[config.mk]
export PLATFORM = sky130hd
export DESIGN_NAME = encrypt_memory
export DESIGN_NICKNAME = d
export VERILOG_FILES = /design/src/rtl/rc4_pkg.sv /design/src/rtl/mem_rd_timer.sv /design/src/rtl/encrypt_memory.sv
export SDC_FILE = /design/constraint.sdc
export NUM_CORES = 1
export LEC_CHECK = 0
export CORE_MARGIN = 2
export CORE_UTILIZATION = 37
export DETAILED_ROUTE_END_ITERATION = 8
export DONT_BUFFER_PORTS = 1
export REMOVE_ABC_BUFFERS = 1
export SLEW_MARGIN = 20
export SYNTH_ARGS = -nofsm -noshare
export SYNTH_HDL_FRONTEND = slang
export SYNTH_SLANG_ARGS = --single-unit
[constraint.sdc]
create_clock -name clk -period 5.6 [get_ports clk]
set_input_delay 1.68 -clock clk [delete_from_list [all_inputs] [get_ports clk]]
set_output_delay 1.68 -clock clk [all_outputs]
set_load 0.01 [all_outputs]
[src/rtl/rc4_pkg.sv]
// Shared RC4 definitions: encryptor state encoding and the printable-character rule
// used by both the encrypt and decrypt memory blocks.
package rc4_pkg;

    localparam logic [7:0] CHAR_LO    = 8'd97;
    localparam logic [7:0] CHAR_HI    = 8'd122;
    localparam logic [7:0] CHAR_SPACE = 8'd32;

    typedef enum logic [3:0] {
        ST_IDLE,
        ST_RD_SI,
        ST_RD_SJ,
        ST_WR_SI,
        ST_WR_SJ,
        ST_RD_F,
        ST_CHECK,
        ST_WR_C,
        ST_NEXT,
        ST_DONE
    } enc_state_e;

    function automatic logic byte_valid(input logic [7:0] b);
        return ((b >= CHAR_LO) && (b <= CHAR_HI)) || (b == CHAR_SPACE);
    endfunction

endpackage

[src/rtl/mem_rd_timer.sv]
// Wait counter for registered-address/registered-output RAMs: strobes last_o on the
// final cycle of a READ_LAT+1 cycle read window.
module mem_rd_timer #(
    parameter int READ_LAT = 2
) (
    input  logic clk,
    input  logic reset,
    input  logic clear_i,
    input  logic enable_i,
    output logic last_o
);

    localparam int CW = (READ_LAT > 0) ? $clog2(READ_LAT + 1) : 1;

    logic [CW-1:0] cnt_q;

    assign last_o = enable_i && (cnt_q == CW'(READ_LAT));

    // Wraps to zero on the strobe so back-to-back read states each get a full window.
    always_ff @(posedge clk or posedge reset) begin
        if (reset) begin
            cnt_q <= '0;
        end else if (clear_i) begin
            cnt_q <= '0;
        end else if (enable_i) begin
            cnt_q <= last_o ? '0 : cnt_q + CW'(1);
        end
    end

endmodule

[src/rtl/encrypt_memory.sv]
// RC4 PRGA encryptor: walks the scheduled S memory to produce keystream bytes and
// writes ciphertext = keystream ^ plaintext, aborting on a non-printable plaintext byte.
module encrypt_memory
    import rc4_pkg::*;
#(
    parameter int MSG_LEN  = 32,
    parameter int READ_LAT = 2
) (
    input  logic       clk,
    input  logic       reset,
    input  logic       start,
    output logic       busy,
    output logic       done,
    output logic       err,
    output logic [7:0] s_addr,
    output logic [7:0] s_wdata,
    output logic       s_wren,
    input  logic [7:0] s_rdata,
    output logic [7:0] p_addr,
    input  logic [7:0] p_rdata,
    output logic [7:0] c_addr,
    output logic [7:0] c_wdata,
    output logic       c_wren
);

    localparam logic [7:0] K_LAST = 8'(MSG_LEN - 1);

    enc_state_e state_q;
    logic [7:0] i_q, j_q, k_q, si_q, sj_q, f_q, p_q;
    logic       busy_q, done_q, err_q, s_wren_q, c_wren_q;
    logic [7:0] s_addr_q, s_wdata_q, p_addr_q, c_addr_q, c_wdata_q;
    logic [7:0] i_d, j_d, f_addr_d, c_wdata_d;
    logic       rd_state, rd_last;

    assign rd_state  = (state_q == ST_RD_SI) || (state_q == ST_RD_SJ) || (state_q == ST_RD_F);
    assign i_d       = i_q + 8'd1;
    assign j_d       = j_q + s_rdata;
    assign f_addr_d  = si_q + sj_q;
    assign c_wdata_d = f_q ^ p_q;

    mem_rd_timer #(.READ_LAT(READ_LAT)) u_rd_timer (
        .clk      (clk),
        .reset    (reset),
        .clear_i  (!rd_state),
        .enable_i (rd_state),
        .last_o   (rd_last)
    );

    assign busy    = busy_q;
    assign done    = done_q;
    assign err     = err_q;
    assign s_addr  = s_addr_q;
    assign s_wdata = s_wdata_q;
    assign s_wren  = s_wren_q;
    assign p_addr  = p_addr_q;
    assign c_addr  = c_addr_q;
    assign c_wdata = c_wdata_q;
    assign c_wren  = c_wren_q;

    // Outputs are registered on the edge entering each state, so every address is
    // stable for the whole read window.
    always_ff @(posedge clk or posedge reset) begin
        if (reset) begin
            state_q   <= ST_IDLE;
            i_q       <= '0;
            j_q       <= '0;
            k_q       <= '0;
            si_q      <= '0;
            sj_q      <= '0;
            f_q       <= '0;
            p_q       <= '0;
            busy_q    <= 1'b0;
            done_q    <= 1'b0;
            err_q     <= 1'b0;
            s_wren_q  <= 1'b0;
            c_wren_q  <= 1'b0;
            s_addr_q  <= '0;
            s_wdata_q <= '0;
            p_addr_q  <= '0;
            c_addr_q  <= '0;
            c_wdata_q <= '0;
        end else begin
            case (state_q)
                ST_IDLE: begin
                    if (start) begin
                        // i is cleared and pre-incremented in one step: first index is 1.
                        i_q      <= 8'd1;
                        j_q      <= '0;
                        k_q      <= '0;
                        err_q    <= 1'b0;
                        busy_q   <= 1'b1;
                        s_addr_q <= 8'd1;
                        state_q  <= ST_RD_SI;
                    end
                end
                ST_RD_SI: begin
                    if (rd_last) begin
                        si_q     <= s_rdata;
                        j_q      <= j_d;
                        s_addr_q <= j_d;
                        state_q  <= ST_RD_SJ;
                    end
                end
                ST_RD_SJ: begin
                    if (rd_last) begin
                        sj_q      <= s_rdata;
                        s_addr_q  <= i_q;
                        s_wdata_q <= s_rdata;
                        s_wren_q  <= 1'b1;
                        state_q   <= ST_WR_SI;
                    end
                end
                ST_WR_SI: begin
                    s_addr_q  <= j_q;
                    s_wdata_q <= si_q;
                    state_q   <= ST_WR_SJ;
                end
                ST_WR_SJ: begin
                    s_wren_q <= 1'b0;
                    s_addr_q <= f_addr_d;
                    p_addr_q <= k_q;
                    state_q  <= ST_RD_F;
                end
                ST_RD_F: begin
                    if (rd_last) begin
                        f_q     <= s_rdata;
                        p_q     <= p_rdata;
                        state_q <= ST_CHECK;
                    end
                end
                ST_CHECK: begin
                    if (byte_valid(p_q)) begin
                        c_addr_q  <= k_q;
                        c_wdata_q <= c_wdata_d;
                        c_wren_q  <= 1'b1;
                        state_q   <= ST_WR_C;
                    end else begin
                        err_q   <= 1'b1;
                        done_q  <= 1'b1;
                        state_q <= ST_DONE;
                    end
                end
                ST_WR_C: begin
                    c_wren_q <= 1'b0;
                    state_q  <= ST_NEXT;
                end
                ST_NEXT: begin
                    if (k_q == K_LAST) begin
                        done_q  <= 1'b1;
                        state_q <= ST_DONE;
                    end else begin
                        k_q      <= k_q + 8'd1;
                        i_q      <= i_d;
                        s_addr_q <= i_d;
                        state_q  <= ST_RD_SI;
                    end
                end
                ST_DONE: begin
                    done_q  <= 1'b0;
                    busy_q  <= 1'b0;
                    state_q <= ST_IDLE;
                end
                default: begin
                    state_q <= ST_IDLE;
                end
            endcase
        end
    end

endmodule

==> results.toml, run 1 <==
[power_and_ir_drop]
share_seq_of_total_power_pct = 41.6
vdd.ir_drop.worst_mv = 0.1875
power.share.switching_pct = 38.36
leakage_nw = 2.606
clock_power_share_pct = 22.8
power.net_switching_mw = 1.223
power_mw = 3.188
p_per_area_nw_per_um2 = 530.6
p_int_mw = 1.965
comb_power_share_pct = 35.6

[yosys]
synth.lib_cells_used.distinct = 62
mappedNetlistArea_sq_um = 5534
post_synth_most_frequent_cells = "107 x sky130_fd_sc_hd__dfrtp_1, 75 x sky130_fd_sc_hd__nand2_1, 48 x sky130_fd_sc_hd__o21ai_0"
avgSynthCellArea_sq_um = 10.19
ys_seq_elements = 107
synth_most_common_cell = "sky130_fd_sc_hd__dfrtp_1"
synth_top_area_share_pct = 48.38
post_synth_main_area_contributors = "sky130_fd_sc_hd__dfrtp_1 48%, sky130_fd_sc_hd__mux2_2 5.3%, sky130_fd_sc_hd__nand2_1 5.1%"
synth_seq_area_share_pct = 48.38
postSynthCellCount = 543
synth_ff_type = "sky130_fd_sc_hd__dfrtp_1"
yosysTopAreaCell = "sky130_fd_sc_hd__dfrtp_1"
async_reset_ff_share_pct = 100.0
yosysWarnings = 0
synth-edff-count = 0

[clocking]
cts-resized-gates = 0
h_tree_levels = 3
cts.sink_count = 107
ctsLongestPathBuffers = 2
worst_skew_pair.late_latency_ns = 0.35
root_buffer = "sky130_fd_sc_hd__clkbuf_16"
cts.reportedPaths.clkPinSlew_ns = 0.07
cts_inserted_buffers = 9
postCtsSetupRepairBufs = 0
cts_tree = "yes"
post_cts_hold_buffer_count = 0

[floorplanning]
design.die.area_sq_um = 15950
placeable_core_area_sq_um = 14590
die_width_um = 126.3
placementRows = 44
height_of_the_die_um = 126.3
initial_core_util_pct = 37.93
pin_count = 64

[routing]
drt-wirelength-per-cell_um = 17.83
via_per_inst = 5.635
postRouteAntennaNets = 0
via_count = 4080
drc = 0
drtPass1Iterations = 5
drt_iter0_markers = 419
detail_route.wirelength_um = 12910

[job]
cap_violations = 0

[status]
run_status = "completed"

[global_routing]
antenna_found_initial = 0
grt.total_usage_pct = 17.02
grt_overflow_total = 0
global_route_wire_length_before_repair_um = 21750
grt_start_max_net_pins = 72
vias_in_the_first_global_route = 4127

[timing]
worst-slew-pin-transition_ns = 0.8892
finalCritPeriodShare_pct = 55.46
final_critical_path_setup_slack_ns = 2.494
layout_min_cycle_time_ns = 3.106
timing.slew.headroom_pct = 40.72
fin_skew_ns = 0.007491
timing.fmax_mhz = 322.0
hold_violations = 0
fin_tns_setup_ns = 0
report.final.setup_viol = 0
grt_setup_unrepaired = "no"
timing_max_transition_violations_final = 0

[finish]
register_area_sq_um = 2678
final.fill_count = 1371
antenna-diode-count = 0
finish.net_count = 572
area_growth_syn_to_layout_pct = 8.546
multi_input_area_sq_um = 2675
layout-drive-gt1-share_pct = 9.815

[placement]
io_buffers = 0
gp_congestion = 0.8260
place_ws_ns = 2.209
place_hpwl_um = 9134

[min_path]
hold_path.class = "flop to flop"

[worst_setup_path]
crit_type = "input pin to flop"
category_of_the_worst_setup_path_capture_point = "flop"
worst_ep_arrival_time_ns = 3.30
reg2reg_setup_slack_ns = 2.80
setup.worst_path.start_class = "input pin"
worst-endpoint-required_ns = 5.79
path_max_fanout = 4
state kept, by name, indices dropped and copies added (netlist names):
register	cells
k_q	8
c_wren	1
j_q	8
p_q	8
si_q	8
state_q	4
i_q	8
err	1
c_addr	8
s_addr	8
p_addr	8
u_rd_timer.cnt_q	2
done	1
f_q	8
s_wren	1
sj_q	8
busy	1
s_wdata	8
c_wdata	8
power groups by stage:
stage / Clock [mW] / Combinational, mW / Sequential [mW]
after floorplan: 0 / 0.889 / 1.25
after global placement: 0 / 1.10 / 1.33
after detailed placement: 0 / 1.13 / 1.34
after CTS: 0.738 / 1.14 / 1.33
after global routing: 0.769 / 1.28 / 1.37
final: 0.726 / 1.13 / 1.33
kinds of logic after synthesis:
kind of cell,count (synthesis),synth area share (%)
flip-flops,107,48.38
adder cells (fa/ha/maj),18,4.341
multiplexers,45,9.066
AND/OR/NAND/NOR,177,15.53
XOR/XNOR,17,2.691
buffers and inverters,38,3.346
AO/OA/AOI/OAI,141,16.64
worst max-delay path, cell delays in order:
cell,delay (ns)
sky130_fd_sc_hd__ha_1,0.28
sky130_fd_sc_hd__a211oi_1,0.27
sky130_fd_sc_hd__nor2_1,0.14
sky130_fd_sc_hd__o21ai_0,0.25
sky130_fd_sc_hd__o32ai_1,0.17
sky130_fd_sc_hd__a221oi_1,0.36
sky130_fd_sc_hd__o221ai_1,0.15
metrics by stage:
stage	instance area [sq um]	instances	hold slack, ns	util (%)
after CTS	6003	724	0.4918	41.15
final	6007	724	0.4854	41.18
after floorplan	5405	520	0.4390	-
after global routing	6007	724	0.5310	41.18
after detailed placement	5668	708	0.4823	38.85
after global placement	5668	708	0.4560	38.85
cell usage in the layout, fill, tap and decap left out, types with 3 or more instances in the layout:
cell type and n:
sky130_fd_sc_hd__o21ai_0 48, sky130_fd_sc_hd__clkbuf_16 9, sky130_fd_sc_hd__nor3_1 11, sky130_fd_sc_hd__nand2b_1 13
sky130_fd_sc_hd__o311ai_1 3, sky130_fd_sc_hd__ha_1 16, sky130_fd_sc_hd__a21oi_1 19, sky130_fd_sc_hd__and3_1 5
sky130_fd_sc_hd__mux2_2 26, sky130_fd_sc_hd__o31ai_1 8, sky130_fd_sc_hd__inv_1 14, sky130_fd_sc_hd__nand3_1 12
sky130_fd_sc_hd__a21o_1 5, sky130_fd_sc_hd__a211oi_1 7, sky130_fd_sc_hd__o21ai_1 8, sky130_fd_sc_hd__or3_1 6
sky130_fd_sc_hd__xor2_1 3, sky130_fd_sc_hd__mux2_1 15, sky130_fd_sc_hd__bufinv_16 3, sky130_fd_sc_hd__nor2_1 35
sky130_fd_sc_hd__xnor2_1 14, sky130_fd_sc_hd__clkbuf_1 3, sky130_fd_sc_hd__nand2_1 75, sky130_fd_sc_hd__mux2i_1 4
sky130_fd_sc_hd__o32ai_1 4, sky130_fd_sc_hd__a22oi_1 10, sky130_fd_sc_hd__a31oi_1 3, sky130_fd_sc_hd__dfrtp_1 107
sky130_fd_sc_hd__buf_4 4, sky130_fd_sc_hd__o21a_1 3, sky130_fd_sc_hd__nor2b_1 8
routing by layer:
metal | track usage [%] | share of wire [%] | up-vias
met4 | 5.107 | 1.6 | 0
met5 | 0 | 0 | -
li1 | - | - | 1936
met3 | 4.049 | 5.9 | 18
met2 | 27.10 | 47 | 92
met1 | 23.22 | 46 | 2034
area by class of cell:
| class | count | share of cell area (%) |
|---|---|---|
| sequential | 107 | 44.57 |
| multi-input combinational | 398 | 44.53 |
| clock buffer | 12 | 3.937 |
| tap | 184 | 3.833 |
| clock inverter | 4 | 1.645 |
| inverter | 15 | 0.9790 |
| timing repair buffer | 4 | 0.4999 |
path summary, 6_finish.rpt:
check / from / to / cells past startpoint
max: s_rdata[1] / s_addr[5] / 7
min: u_rd_timer.cnt_q[0] / u_rd_timer.cnt_q[0] / 1
max reg2reg: state_q[3] / s_addr[0] / 6
min reg2reg: u_rd_timer.cnt_q[0] / u_rd_timer.cnt_q[0] / 1
max in group asynchronous: reset / f_q[5] / 2
min in group asynchronous: reset / c_addr[7] / 1
(Power assumes the default switching activity.)
==> inputs of run 2 (changes only) <==
==> constraint.sdc (replaced) <==
create_clock -name clk -period 3.2 [get_ports clk]
set_input_delay 0.96 -clock clk [delete_from_list [all_inputs] [get_ports clk]]
set_output_delay 0.96 -clock clk [all_outputs]
set_load 0.01 [all_outputs]
==> run 2 against run 1 <==
  * Combinational power is 79% higher
  * First-iteration DRC count fell by 16%
  * Sequential share of layout area shrank 0.39 points
  * Count of clock-buffer cells in the layout decreased by 2
  * Final cell count grew 1.1%
  * Global-route usage about the same
  * Highest routed layer unchanged
  * Worst setup slack worse by 1.9 ns
  * Worst hold slack worse by 0.066 ns
  * Via count down 1.3%
  * Non-clock buffer count up 8
==> results.toml, run 2 (synthesis results as in run 1) <==
[finish]
layout_common_cells = "107 x sky130_fd_sc_hd__dfrtp_1, 75 x sky130_fd_sc_hd__nand2_1, 48 x sky130_fd_sc_hd__o21ai_0, 35 x sky130_fd_sc_hd__nor2_1, 26 x sky130_fd_sc_hd__mux2_2"
mostFrequentLayoutCell = "sky130_fd_sc_hd__dfrtp_1"
final_std_cell_area_no_fill_sq_um = 6060
register_area_sq_um = 2678
antenna-diode-count = 0
layout-drive-gt1-share_pct = 11.31
final.fill_count = 1372
area_growth_syn_to_layout_pct = 9.496
finish.net_count = 580
multi_input_area_sq_um = 2671
post-route-util_pct = 41.54

[timing]
timing.slew.headroom_pct = 48.64
timing_max_transition_violations_final = 0
grt_setup_unrepaired = "no"
finalCritPeriodShare_pct = 80.66
worst-slew-pin-transition_ns = 0.7686
fin_skew_ns = 0.008454
report.final.setup_viol = 0
hold_violations = 0
timing.fmax_mhz = 387.4
final_critical_path_setup_slack_ns = 0.6189
layout_min_cycle_time_ns = 2.581

[routing]
drt-wirelength-per-cell_um = 17.84
drt_iter0_markers = 354
detail_route.wirelength_um = 13060
via_per_inst = 5.499
drtPass1Iterations = 5
postRouteAntennaNets = 0
drc = 0
via_count = 4025

[clocking]
cts-resized-gates = 0
root_buffer = "sky130_fd_sc_hd__clkbuf_16"
cts_tree = "yes"
ctsLongestPathBuffers = 2
h_tree_levels = 3
cts.reportedPaths.clkPinSlew_ns = 0.07
cts_inserted_buffers = 9
cts.sink_count = 107
postCtsSetupRepairBufs = 0
worst_skew_pair.late_latency_ns = 0.35
post_cts_hold_buffer_count = 0

[worst_setup_path]
setup.worst_path.start_class = "flop"
path_max_fanout = 29
crit_type = "flop to flop"
worst-endpoint-required_ns = 3.43
worst_ep_arrival_time_ns = 2.81
category_of_the_worst_setup_path_capture_point = "flop"

[floorplanning]
die_width_um = 126.3
height_of_the_die_um = 126.3
design.die.area_sq_um = 15950
initial_core_util_pct = 37.93
pin_count = 64
placeable_core_area_sq_um = 14590
placementRows = 44

[global_routing]
grt.total_usage_pct = 16.99
grt_overflow_total = 0
global_route_wire_length_before_repair_um = 21860
antenna_found_initial = 0
vias_in_the_first_global_route = 4076
grt_start_max_net_pins = 63

[power_and_ir_drop]
power_mw = 5.533
vdd.ir_drop.worst_mv = 0.4156
leakage_nw = 2.628
p_per_area_nw_per_um2 = 913.1

[placement]
gp_congestion = 0.8530
io_buffers = 0
dpl_cell_area_sq_um = 5741
place_ws_ns = 0.6120
place_hpwl_um = 9470

[job]
cap_violations = 0

[min_path]
hold_path.class = "input pin to asynchronous set/reset pin"

[status]
run_status = "completed"
-- run 2: changes by cell type in the layout (fill, tap and decap cells not counted), sizes merged --
cell      delta
clkbuf       -2
clkinvlp     +4
buf          +8
clkinv       -1
bufinv       -1
-- run 2: layout make-up --
class | count | area share (%)
clock inverter | 6 | 1.487
clock buffer | 10 | 3.779
sequential | 107 | 44.19
inverter | 15 | 0.9705
multi-input combinational | 398 | 44.08
tap | 184 | 3.799
timing repair buffer | 12 | 1.693
-- run 2: through the flow --
stage / cells / hold slack [ns] / TNS [ns]
3_5_place_dp: 716 / 0.4698 / 0
5_1_grt: 732 / 0.4254 / 0
6_report: 732 / 0.4197 / 0
2_1_floorplan: 520 / 0.4390 / -61.77
3_3_place_gp: 716 / 0.4543 / 0
4_1_cts: 732 / 0.4172 / 0
-- run 2: metal layers --
metal | routed length, um | vias to the layer above | GRT usage (%)
li1 | - | 1941 | -
met1 | 5943 | 1994 | 22.69
met2 | 6251 | 81 | 27.86
met3 | 731 | 9 | 4.175
met4 | 133 | 0 | 4.460
met5 | 0 | - | 0
-- run 2: where the power goes --
| part | leakage [nW] | internal [mW] | switching (mW) |
|---|---|---|---|
| clock | 0.141 | 0.687 | 0.510 |
| combinational | 1.12 | 0.916 | 1.11 |
| sequential | 1.36 | 1.78 | 0.533 |
-- run 2: worst max-delay path, cell delays in order (launching register included) --
cell	delay, ns
sky130_fd_sc_hd__dfrtp_1	0.65
sky130_fd_sc_hd__nand2b_1	0.41
sky130_fd_sc_hd__a2111oi_2	0.40
sky130_fd_sc_hd__nor4b_4	0.24
sky130_fd_sc_hd__buf_4	0.38
sky130_fd_sc_hd__mux2_1	0.36
-- run 2: final timing paths --
check	start	to	slack, ns	cells after the start
max in group asynchronous	reset	i_q[4]	2.13	2
min in group clk	u_rd_timer.cnt_q[0]	u_rd_timer.cnt_q[0]	0.48	1
min reg2reg	u_rd_timer.cnt_q[0]	u_rd_timer.cnt_q[0]	0.48	1
min	reset	c_addr[7]	0.42	1
max reg2reg	state_q[0]	c_addr[2]	0.62	5
max	state_q[0]	c_addr[2]	0.62	5
